**config.mk**
```make
export PLATFORM = sky130hd
export DESIGN_NAME = ctrl_rd_bram_flat
export DESIGN_NICKNAME = d
export VERILOG_FILES = /design/src/rtl/ctrl_rd_bram_if.sv /design/src/rtl/ctrl_rd_bram.sv /design/src/flat_wrapper.sv
export SDC_FILE = /design/constraint.sdc
export NUM_CORES = 1
export LEC_CHECK = 0
export ABC_CLOCK_PERIOD_IN_PS = 3640
export CAP_MARGIN = 20
export CORE_UTILIZATION = 47
export CTS_BUF_LIST = sky130_fd_sc_hd__clkbuf_4 sky130_fd_sc_hd__clkbuf_8
export CTS_CLUSTER_DIAMETER = 40
export CTS_CLUSTER_SIZE = 16
export DETAILED_ROUTE_END_ITERATION = 10
export PLACE_DENSITY_LB_ADDON = 0.12
export SLEW_MARGIN = 20
export SYNTH_ARGS = -nofsm -noshare
export SYNTH_HDL_FRONTEND = slang
export SYNTH_SLANG_ARGS = --single-unit
```
**constraint.sdc**
```tcl
create_clock -name clk -period 3.64 [get_ports clk]
set_input_delay 0.728 -clock clk [delete_from_list [all_inputs] [get_ports clk]]
set_output_delay 0.728 -clock clk [all_outputs]
set_load 0.05 [all_outputs]
```
**src/rtl/ctrl_rd_bram_if.sv**
```systemverilog
// Bus bundle for the BRAM read-back controller: register-bank control,
// the two BRAM read ports and the output byte FIFO write port.
interface ctrl_rd_bram_if #(
    parameter int DATA_WIDTH = 32,
    parameter int ADDR_WIDTH = 32,
    parameter int NUM_BYTES  = 4,
    parameter int REG_WIDTH  = 32,
    parameter int FF_WIDTH   = 8
) ();
    // register bank side
    logic                  start;
    logic [REG_WIDTH-1:0]  data_size;
    logic                  sel;
    logic                  busy;
    logic                  finish;

    // IMAGE BRAM port
    logic                  image_clk;
    logic [ADDR_WIDTH-1:0] image_addr;
    logic                  image_en;
    logic [NUM_BYTES-1:0]  image_we;
    logic [DATA_WIDTH-1:0] image_wrdata;
    logic [DATA_WIDTH-1:0] image_rddata;

    // SECRET BRAM port
    logic                  secret_clk;
    logic [ADDR_WIDTH-1:0] secret_addr;
    logic                  secret_en;
    logic [NUM_BYTES-1:0]  secret_we;
    logic [DATA_WIDTH-1:0] secret_wrdata;
    logic [DATA_WIDTH-1:0] secret_rddata;

    // output byte FIFO
    logic                  ff_full;
    logic [FF_WIDTH-1:0]   ff_wr_data;
    logic                  ff_wren;

    // environment / register bank / BRAMs / FIFO side
    modport master (
        output start, data_size, sel,
        input  busy, finish,
        input  image_clk, image_addr, image_en, image_we, image_wrdata,
        output image_rddata,
        input  secret_clk, secret_addr, secret_en, secret_we, secret_wrdata,
        output secret_rddata,
        output ff_full,
        input  ff_wr_data, ff_wren
    );

    // controller side
    modport slave (
        input  start, data_size, sel,
        output busy, finish,
        output image_clk, image_addr, image_en, image_we, image_wrdata,
        input  image_rddata,
        output secret_clk, secret_addr, secret_en, secret_we, secret_wrdata,
        input  secret_rddata,
        input  ff_full,
        output ff_wr_data, ff_wren
    );
endinterface

```
**src/rtl/ctrl_rd_bram.sv**
```systemverilog
// BRAM read-back controller: fetches 32-bit words from the IMAGE or SECRET
// BRAM and pushes them into the output byte FIFO, least-significant byte
// first, until data_size bytes have been written. At most one FIFO write
// every two cycles so ff_full is always sampled after the previous write.
module ctrl_rd_bram #(
    parameter int DATA_WIDTH = 32,
    parameter int ADDR_WIDTH = 32,
    parameter int NUM_BYTES  = 4,
    parameter int REG_WIDTH  = 32,
    parameter int FF_WIDTH   = 8,
    parameter int RD_LAT     = 1
) (
    input  logic          clk,
    input  logic          rst_n,
    ctrl_rd_bram_if.slave bus
);
    // word index addresses whole 4-byte words; it wraps silently
    localparam int IDX_WIDTH = ADDR_WIDTH - 2;
    localparam logic [1:0] WAIT_LAST = 2'(RD_LAT - 1);

    typedef enum logic [2:0] {
        S_IDLE,
        S_ISSUE,
        S_WAIT,
        S_SEND,
        S_PUSH,
        S_FINISH
    } state_t;

    state_t                state_reg, state_next;
    logic                  sel_reg, sel_next;
    logic [REG_WIDTH-1:0]  size_reg, size_next;
    logic [DATA_WIDTH-1:0] word_reg, word_next;
    logic [REG_WIDTH-1:0]  byte_cnt_reg, byte_cnt_next;
    logic [IDX_WIDTH-1:0]  word_idx_reg, word_idx_next;
    logic [1:0]            byte_sel_reg, byte_sel_next;
    logic [1:0]            wait_cnt_reg, wait_cnt_next;
    logic [ADDR_WIDTH-1:0] addr_reg, addr_next;
    logic                  img_en_reg, img_en_next;
    logic                  sec_en_reg, sec_en_next;
    logic                  ff_wren_reg, ff_wren_next;
    logic [FF_WIDTH-1:0]   ff_data_reg, ff_data_next;
    logic                  busy_reg, busy_next;
    logic                  finish_reg, finish_next;

    logic [REG_WIDTH-1:0]  byte_cnt_inc;
    logic [IDX_WIDTH-1:0]  word_idx_inc;
    logic [FF_WIDTH-1:0]   word_bytes [4];

    assign byte_cnt_inc = byte_cnt_reg + REG_WIDTH'(1);
    assign word_idx_inc = word_idx_reg + IDX_WIDTH'(1);

    // split the captured word into byte lanes, lane 0 = least significant
    genvar gi;
    generate
        for (gi = 0; gi < 4; gi++) begin : g_lane
            assign word_bytes[gi] = word_reg[gi*FF_WIDTH +: FF_WIDTH];
        end
    endgenerate

    // state and registered outputs; reset aborts any transfer in progress
    always_ff @(posedge clk) begin
        if (!rst_n) begin
            state_reg    <= S_IDLE;
            sel_reg      <= 1'b0;
            size_reg     <= '0;
            word_reg     <= '0;
            byte_cnt_reg <= '0;
            word_idx_reg <= '0;
            byte_sel_reg <= '0;
            wait_cnt_reg <= '0;
            addr_reg     <= '0;
            img_en_reg   <= 1'b0;
            sec_en_reg   <= 1'b0;
            ff_wren_reg  <= 1'b0;
            ff_data_reg  <= '0;
            busy_reg     <= 1'b0;
            finish_reg   <= 1'b0;
        end else begin
            state_reg    <= state_next;
            sel_reg      <= sel_next;
            size_reg     <= size_next;
            word_reg     <= word_next;
            byte_cnt_reg <= byte_cnt_next;
            word_idx_reg <= word_idx_next;
            byte_sel_reg <= byte_sel_next;
            wait_cnt_reg <= wait_cnt_next;
            addr_reg     <= addr_next;
            img_en_reg   <= img_en_next;
            sec_en_reg   <= sec_en_next;
            ff_wren_reg  <= ff_wren_next;
            ff_data_reg  <= ff_data_next;
            busy_reg     <= busy_next;
            finish_reg   <= finish_next;
        end
    end

    // next state plus next values of every registered output; enables and
    // the FIFO strobe are single-cycle pulses so they default to 0
    always_comb begin
        state_next    = state_reg;
        sel_next      = sel_reg;
        size_next     = size_reg;
        word_next     = word_reg;
        byte_cnt_next = byte_cnt_reg;
        word_idx_next = word_idx_reg;
        byte_sel_next = byte_sel_reg;
        wait_cnt_next = wait_cnt_reg;
        addr_next     = addr_reg;
        img_en_next   = 1'b0;
        sec_en_next   = 1'b0;
        ff_wren_next  = 1'b0;
        ff_data_next  = ff_data_reg;
        busy_next     = busy_reg;
        finish_next   = finish_reg;

        case (state_reg)
            S_IDLE: begin
                sel_next  = bus.sel;
                size_next = bus.data_size;
                if (bus.start && (bus.data_size != '0)) begin
                    // enable is raised on entry so it is visible during ISSUE
                    state_next  = S_ISSUE;
                    addr_next   = {word_idx_reg, 2'b00};
                    img_en_next = ~bus.sel;
                    sec_en_next = bus.sel;
                    busy_next   = 1'b1;
                end
            end

            S_ISSUE: begin
                wait_cnt_next = '0;
                state_next    = S_WAIT;
            end

            S_WAIT: begin
                if (wait_cnt_reg == WAIT_LAST) begin
                    word_next  = sel_reg ? bus.secret_rddata : bus.image_rddata;
                    state_next = S_SEND;
                end else begin
                    wait_cnt_next = wait_cnt_reg + 2'd1;
                end
            end

            S_SEND: begin
                if (!bus.ff_full) begin
                    ff_wren_next = 1'b1;
                    ff_data_next = word_bytes[byte_sel_reg];
                    state_next   = S_PUSH;
                end
            end

            S_PUSH: begin
                byte_cnt_next = byte_cnt_inc;
                byte_sel_next = byte_sel_reg + 2'd1;
                if (byte_cnt_inc == size_reg) begin
                    state_next  = S_FINISH;
                    finish_next = 1'b1;
                    busy_next   = 1'b0;
                end else if (byte_sel_reg == 2'd3) begin
                    word_idx_next = word_idx_inc;
                    addr_next     = {word_idx_inc, 2'b00};
                    img_en_next   = ~sel_reg;
                    sec_en_next   = sel_reg;
                    state_next    = S_ISSUE;
                end else begin
                    state_next = S_SEND;
                end
            end

            S_FINISH: begin
                if (!bus.start) begin
                    byte_cnt_next = '0;
                    word_idx_next = '0;
                    byte_sel_next = '0;
                    finish_next   = 1'b0;
                    state_next    = S_IDLE;
                end
            end

            default: begin
                state_next = S_IDLE;
            end
        endcase
    end

    assign bus.busy          = busy_reg;
    assign bus.finish        = finish_reg;

    // shared address bus, per-BRAM enables, write side unused
    assign bus.image_clk     = clk;
    assign bus.image_addr    = addr_reg;
    assign bus.image_en      = img_en_reg;
    assign bus.image_we      = '0;
    assign bus.image_wrdata  = '0;

    assign bus.secret_clk    = clk;
    assign bus.secret_addr   = addr_reg;
    assign bus.secret_en     = sec_en_reg;
    assign bus.secret_we     = '0;
    assign bus.secret_wrdata = '0;

    assign bus.ff_wr_data    = ff_data_reg;
    assign bus.ff_wren       = ff_wren_reg;
endmodule

```
**src/flat_wrapper.sv**
```systemverilog
// flat-port wrapper written by rule: the top's interface ports become plain ports
module ctrl_rd_bram_flat 
#(
    parameter int DATA_WIDTH = 32,
    parameter int ADDR_WIDTH = 32,
    parameter int NUM_BYTES  = 4,
    parameter int REG_WIDTH  = 32,
    parameter int FF_WIDTH   = 8,
    parameter int RD_LAT     = 1
)
  (clk, rst_n, bus_start, bus_data_size, bus_sel, bus_busy, bus_finish, bus_image_clk, bus_image_addr, bus_image_en, bus_image_we, bus_image_wrdata, bus_image_rddata, bus_secret_clk, bus_secret_addr, bus_secret_en, bus_secret_we, bus_secret_wrdata, bus_secret_rddata, bus_ff_full, bus_ff_wr_data, bus_ff_wren);
  ctrl_rd_bram_if #(.DATA_WIDTH(DATA_WIDTH), .ADDR_WIDTH(ADDR_WIDTH), .NUM_BYTES(NUM_BYTES), .REG_WIDTH(REG_WIDTH), .FF_WIDTH(FF_WIDTH)) bus_i ();
  input  logic clk;
  input  logic rst_n;
  input wire logic [$bits(bus_i.start)-1:0] bus_start;
  input wire logic [$bits(bus_i.data_size)-1:0] bus_data_size;
  input wire logic [$bits(bus_i.sel)-1:0] bus_sel;
  output wire logic [$bits(bus_i.busy)-1:0] bus_busy;
  output wire logic [$bits(bus_i.finish)-1:0] bus_finish;
  output wire logic [$bits(bus_i.image_clk)-1:0] bus_image_clk;
  output wire logic [$bits(bus_i.image_addr)-1:0] bus_image_addr;
  output wire logic [$bits(bus_i.image_en)-1:0] bus_image_en;
  output wire logic [$bits(bus_i.image_we)-1:0] bus_image_we;
  output wire logic [$bits(bus_i.image_wrdata)-1:0] bus_image_wrdata;
  input wire logic [$bits(bus_i.image_rddata)-1:0] bus_image_rddata;
  output wire logic [$bits(bus_i.secret_clk)-1:0] bus_secret_clk;
  output wire logic [$bits(bus_i.secret_addr)-1:0] bus_secret_addr;
  output wire logic [$bits(bus_i.secret_en)-1:0] bus_secret_en;
  output wire logic [$bits(bus_i.secret_we)-1:0] bus_secret_we;
  output wire logic [$bits(bus_i.secret_wrdata)-1:0] bus_secret_wrdata;
  input wire logic [$bits(bus_i.secret_rddata)-1:0] bus_secret_rddata;
  input wire logic [$bits(bus_i.ff_full)-1:0] bus_ff_full;
  output wire logic [$bits(bus_i.ff_wr_data)-1:0] bus_ff_wr_data;
  output wire logic [$bits(bus_i.ff_wren)-1:0] bus_ff_wren;
  assign bus_i.start = bus_start;
  assign bus_i.data_size = bus_data_size;
  assign bus_i.sel = bus_sel;
  assign bus_busy = bus_i.busy;
  assign bus_finish = bus_i.finish;
  assign bus_image_clk = bus_i.image_clk;
  assign bus_image_addr = bus_i.image_addr;
  assign bus_image_en = bus_i.image_en;
  assign bus_image_we = bus_i.image_we;
  assign bus_image_wrdata = bus_i.image_wrdata;
  assign bus_i.image_rddata = bus_image_rddata;
  assign bus_secret_clk = bus_i.secret_clk;
  assign bus_secret_addr = bus_i.secret_addr;
  assign bus_secret_en = bus_i.secret_en;
  assign bus_secret_we = bus_i.secret_we;
  assign bus_secret_wrdata = bus_i.secret_wrdata;
  assign bus_i.secret_rddata = bus_secret_rddata;
  assign bus_i.ff_full = bus_ff_full;
  assign bus_ff_wr_data = bus_i.ff_wr_data;
  assign bus_ff_wren = bus_i.ff_wren;
  ctrl_rd_bram #(.DATA_WIDTH(DATA_WIDTH), .ADDR_WIDTH(ADDR_WIDTH), .NUM_BYTES(NUM_BYTES), .REG_WIDTH(REG_WIDTH), .FF_WIDTH(FF_WIDTH), .RD_LAT(RD_LAT)) u_core (.clk(clk), .rst_n(rst_n), .bus(bus_i));
endmodule
```
After elaboration in Yosys (flattened, before gate mapping):

Index checks and enable logic that the tools add are counted.

* register bits after elaboration: 179

* $add $sub $neg: 4
* magnitude comparators: 1
* eq/ne operators: 15
* muxes and demuxes: 40
* bitwise operators: 4
* reduce and logical (&&, ||, !) cells: 17

Operator list (number)
* $mux 32: 5
* $pmux 32 s2: 2
* $mux 30: 3
* $pmux 30 s2: 1
* $add 32x1->32 const B: 1
* $eq 32x32->1: 1
* $reduce_bool 32->1: 1
* $add 30x1->30 const B: 1
* $pmux 3 s6: 1
* $bmux 8 s2: 1
* $mux 8: 2
* $mux 3: 5
* $reduce_and 4->1: 3
* $mux 1: 11
* $reduce_and 2->1: 5
* $ne 2x1->1 const B: 4
* $ne 2x2->1 const B: 4
* $pmux 1 s2: 4
* $pmux 2 s2: 2
* $eq 3x2->1 const B: 2
* $eq 3x3->1 const B: 2
* $mux 2: 3
* $reduce_and 3->1: 2
* $reduce_bool 2->1: 3
* other kinds (9): 12

Depth between registers and ports, before layout:

* depth in word-level cells: 4
* gate-level depth with buffers: 13
* gate-level depth less buffers: 10

==> run metrics <==
CP bufs+invs=1; Syn Area/Cell=8.23 µm²; CTS Hold Bufs=0; top-count cell post-synth=nand2_1; CP top delay family=simple AND/OR/NAND/NOR gates; status=complete, but fails checks; leakage power=5.14 nW; Core Region=0.0220 mm²; CP Launch Type=register; fraction of registers with async set/reset=0%; fin. max-slew vios=0; Final Non-Filler Cells=1712; Design Power=4.77 mW; DRC Markers=14; Hold EP=u_core.bus.image_addr[14]; Cells after Synth=1294; Hold Startpoint=u_core.bus.image_addr[14]; worst-skew pair later-pin latency=0.59 ns; CP max-delay cell=or4_4; Arr. time, crit path=4.02 ns; total global-route track usage=22.8%; RSZ-0062 raised after global routing=no; ANT nets after route=0; Synth area leaders=dfxtp_1 (33%), nand2_1 (8.8%), buf_4 (7.8%); DR pass1 iterations=10; layout cells sized above 1=9.08%; failing checks=design-rule violations; Mapped Area=0.0106 mm²; final WL=26500 µm; Worst-path clk slew=0.11 ns; vias in the first global route=8466; Largest stage delay, worst path=0.58 ns; initial antenna violation count=0; DIE WIDTH=153 µm; Min-Delay Path Depth=2; fin crit period=3.50 ns; # IOs=252; register area share after synthesis=33.3%; Final Hold Violating Endpoints=0; Avg WL per Cell=15.5 µm; Via density=5.41; row count=54; diode count=0; Finish-stage setup viols=0; area of the die=0.0233 mm²; CP Depth=10; Max-Cap Viols=0; Synth cell types=79; top cell type's share of synthesized area=33.3%; CP required=4.16 ns; post-synthesis register bit count=177; CP Max Fanout=15; RD Place Congestion=0.963; type of the worst min-delay path=reg -> reg; setup TNS=0 ns; via count=9256; Initial Utilization=48.3%; CP Cell Sequence=and4_1 > nand4_1 > or4_4 > xnor2_1 > a2111oi_2 > nand4_2 > o31a_1 > a21oi_4 > buf_12 > mux2i_1; Synth Flop Type=dfxtp_1; hpwl dp=18300 µm; first-pass GRT wire length=43000 µm; commonest cells in the netlist=nand2_1 (250), dfxtp_1 (177), buf_4 (111); Setup CP Type=reg -> reg; placed cell area=0.0122 mm²; Layout area overhead=20.0%; Worst R2R End=u_core.bus.image_addr[29]; total gr overflow=0; dominant cell type by area after synthesis=dfxtp_1; Synthesis Warnings=0; largest net degree at the start of global routing=185; Max IR drop VDD=0.000226 V; Inst Count DP=1674; f_max=0.286 GHz; number of synthesized flops with an enable pin=0; CTS tree=built; drt initial violations=593; Layout Skew=0.0196 ns; R2R cell count=10; Port Buf Inserts=175; Die Height=153 µm; Total Nets Final=1524; reg2reg setup slack=0.14 ns; Slew @ Worst Pin=1.02 ns; Worst setup EP type=register; fin crit share=96.1%; worst relative slew slack=31.8%; reg2reg start=u_core.byte_cnt_reg[3]; Design Area, Final=0.0128 mm²; Power Density=373 mW/mm²
final cells by class:
| class | count | area, µm² |
|---|---|---|
| clock buffers | 23 | 309 |
| clock inverters | 15 | 169 |
| fillers | 2118 | 9250 |
| inverters | 15 | 56.3 |
| multi-input cells | 982 | 6210 |
| flip-flops and latches | 177 | 3550 |
| well taps | 280 | 350 |
| repair buffers | 220 | 2140 |
routing by layer:
| layer | part of all wire, % | global-route usage, % | vias up |
|---|---|---|---|
| li1 | - | - | 4610 |
| met5 | 0 | 0 | - |
| met4 | 2.3 | 9.86 | 0 |
| met2 | 47 | 36.6 | 306 |
| met1 | 46 | 30.2 | 4299 |
| met3 | 4.8 | 3.73 | 41 |
repair_timing:
item,in CTS,in global routing
buffers inserted,0,1
endpoints found under the setup margin,0,61
resized for setup,0,11
worst min-delay path: stages, from the launching register on:
cell     delay [ns]
dfxtp_1        0.33
nand2_1        0.05
mux2i_1        0.05
worst max-delay path by stage:
| stage | from | end | slack (ns) |
|---|---|---|---|
| 2_1_floorplan | u_core.byte_cnt_reg[0] | u_core.word_idx_reg[29] | 0.17 |
| 3_3_place_gp | u_core.byte_cnt_reg[4] | u_core.word_idx_reg[0] | 0.15 |
| 3_5_place_dp | u_core.byte_cnt_reg[4] | u_core.word_idx_reg[0] | 0.13 |
| 4_1_cts | u_core.byte_cnt_reg[0] | u_core.word_idx_reg[0] | 0.09 |
| 5_1_grt | u_core.byte_cnt_reg[5] | u_core.bus.image_addr[11] | 0.004 |
| 6_report | u_core.byte_cnt_reg[3] | u_core.bus.image_addr[29] | 0.14 |
through the flow:
step | utilization [%] | setup WS (ns) | hold slack [ns]
6_report | 58.0 | 0.144 | 0.476
3_5_place_dp | 55.6 | 0.133 | 0.463
4_1_cts | 57.7 | 0.0889 | 0.480
3_3_place_gp | 55.6 | 0.146 | 0.457
5_1_grt | 58.0 | 0.00405 | 0.504
2_1_floorplan | - | 0.166 | 0.455
kinds of logic (layout without fill, tap and decap cells):
| logic type | Yosys count | after routing | synth area share, % |
|---|---|---|---|
| buffers and inverters | 210 | 273 | 11.6 |
| AND/OR/NAND/NOR | 507 | 507 | 23.0 |
| XOR/XNOR | 71 | 71 | 5.84 |
| flip-flops | 177 | 177 | 33.3 |
| multiplexers | 83 | 83 | 8.77 |
| AO/OA/AOI/OAI | 241 | 241 | 16.9 |
| adder cells (fa/ha/maj) | 4 | 4 | 0.470 |
| other | 1 | 76 | 0.0352 |
report_power, final:
part | leakage, nW | internal [mW] | switching (mW)
clock network | 0.244 | 0.708 | 0.928
logic | 3.46 | 0.391 | 0.564
registers | 1.44 | 2.05 | 0.126
total | 5.14 | 3.15 | 1.62
placed cells by master (no fill, tap or decap), drive strengths merged, types with 43 or more instances in the layout:
master         instances
nand2                250
dfxtp                177
clkdlybuf4s50        174
conb                  76
mux2i                 73
nor2                  54
buf                   47
xnor2                 45
a21boi                43
No activity file was read; power rests on OpenSTA's default activity.
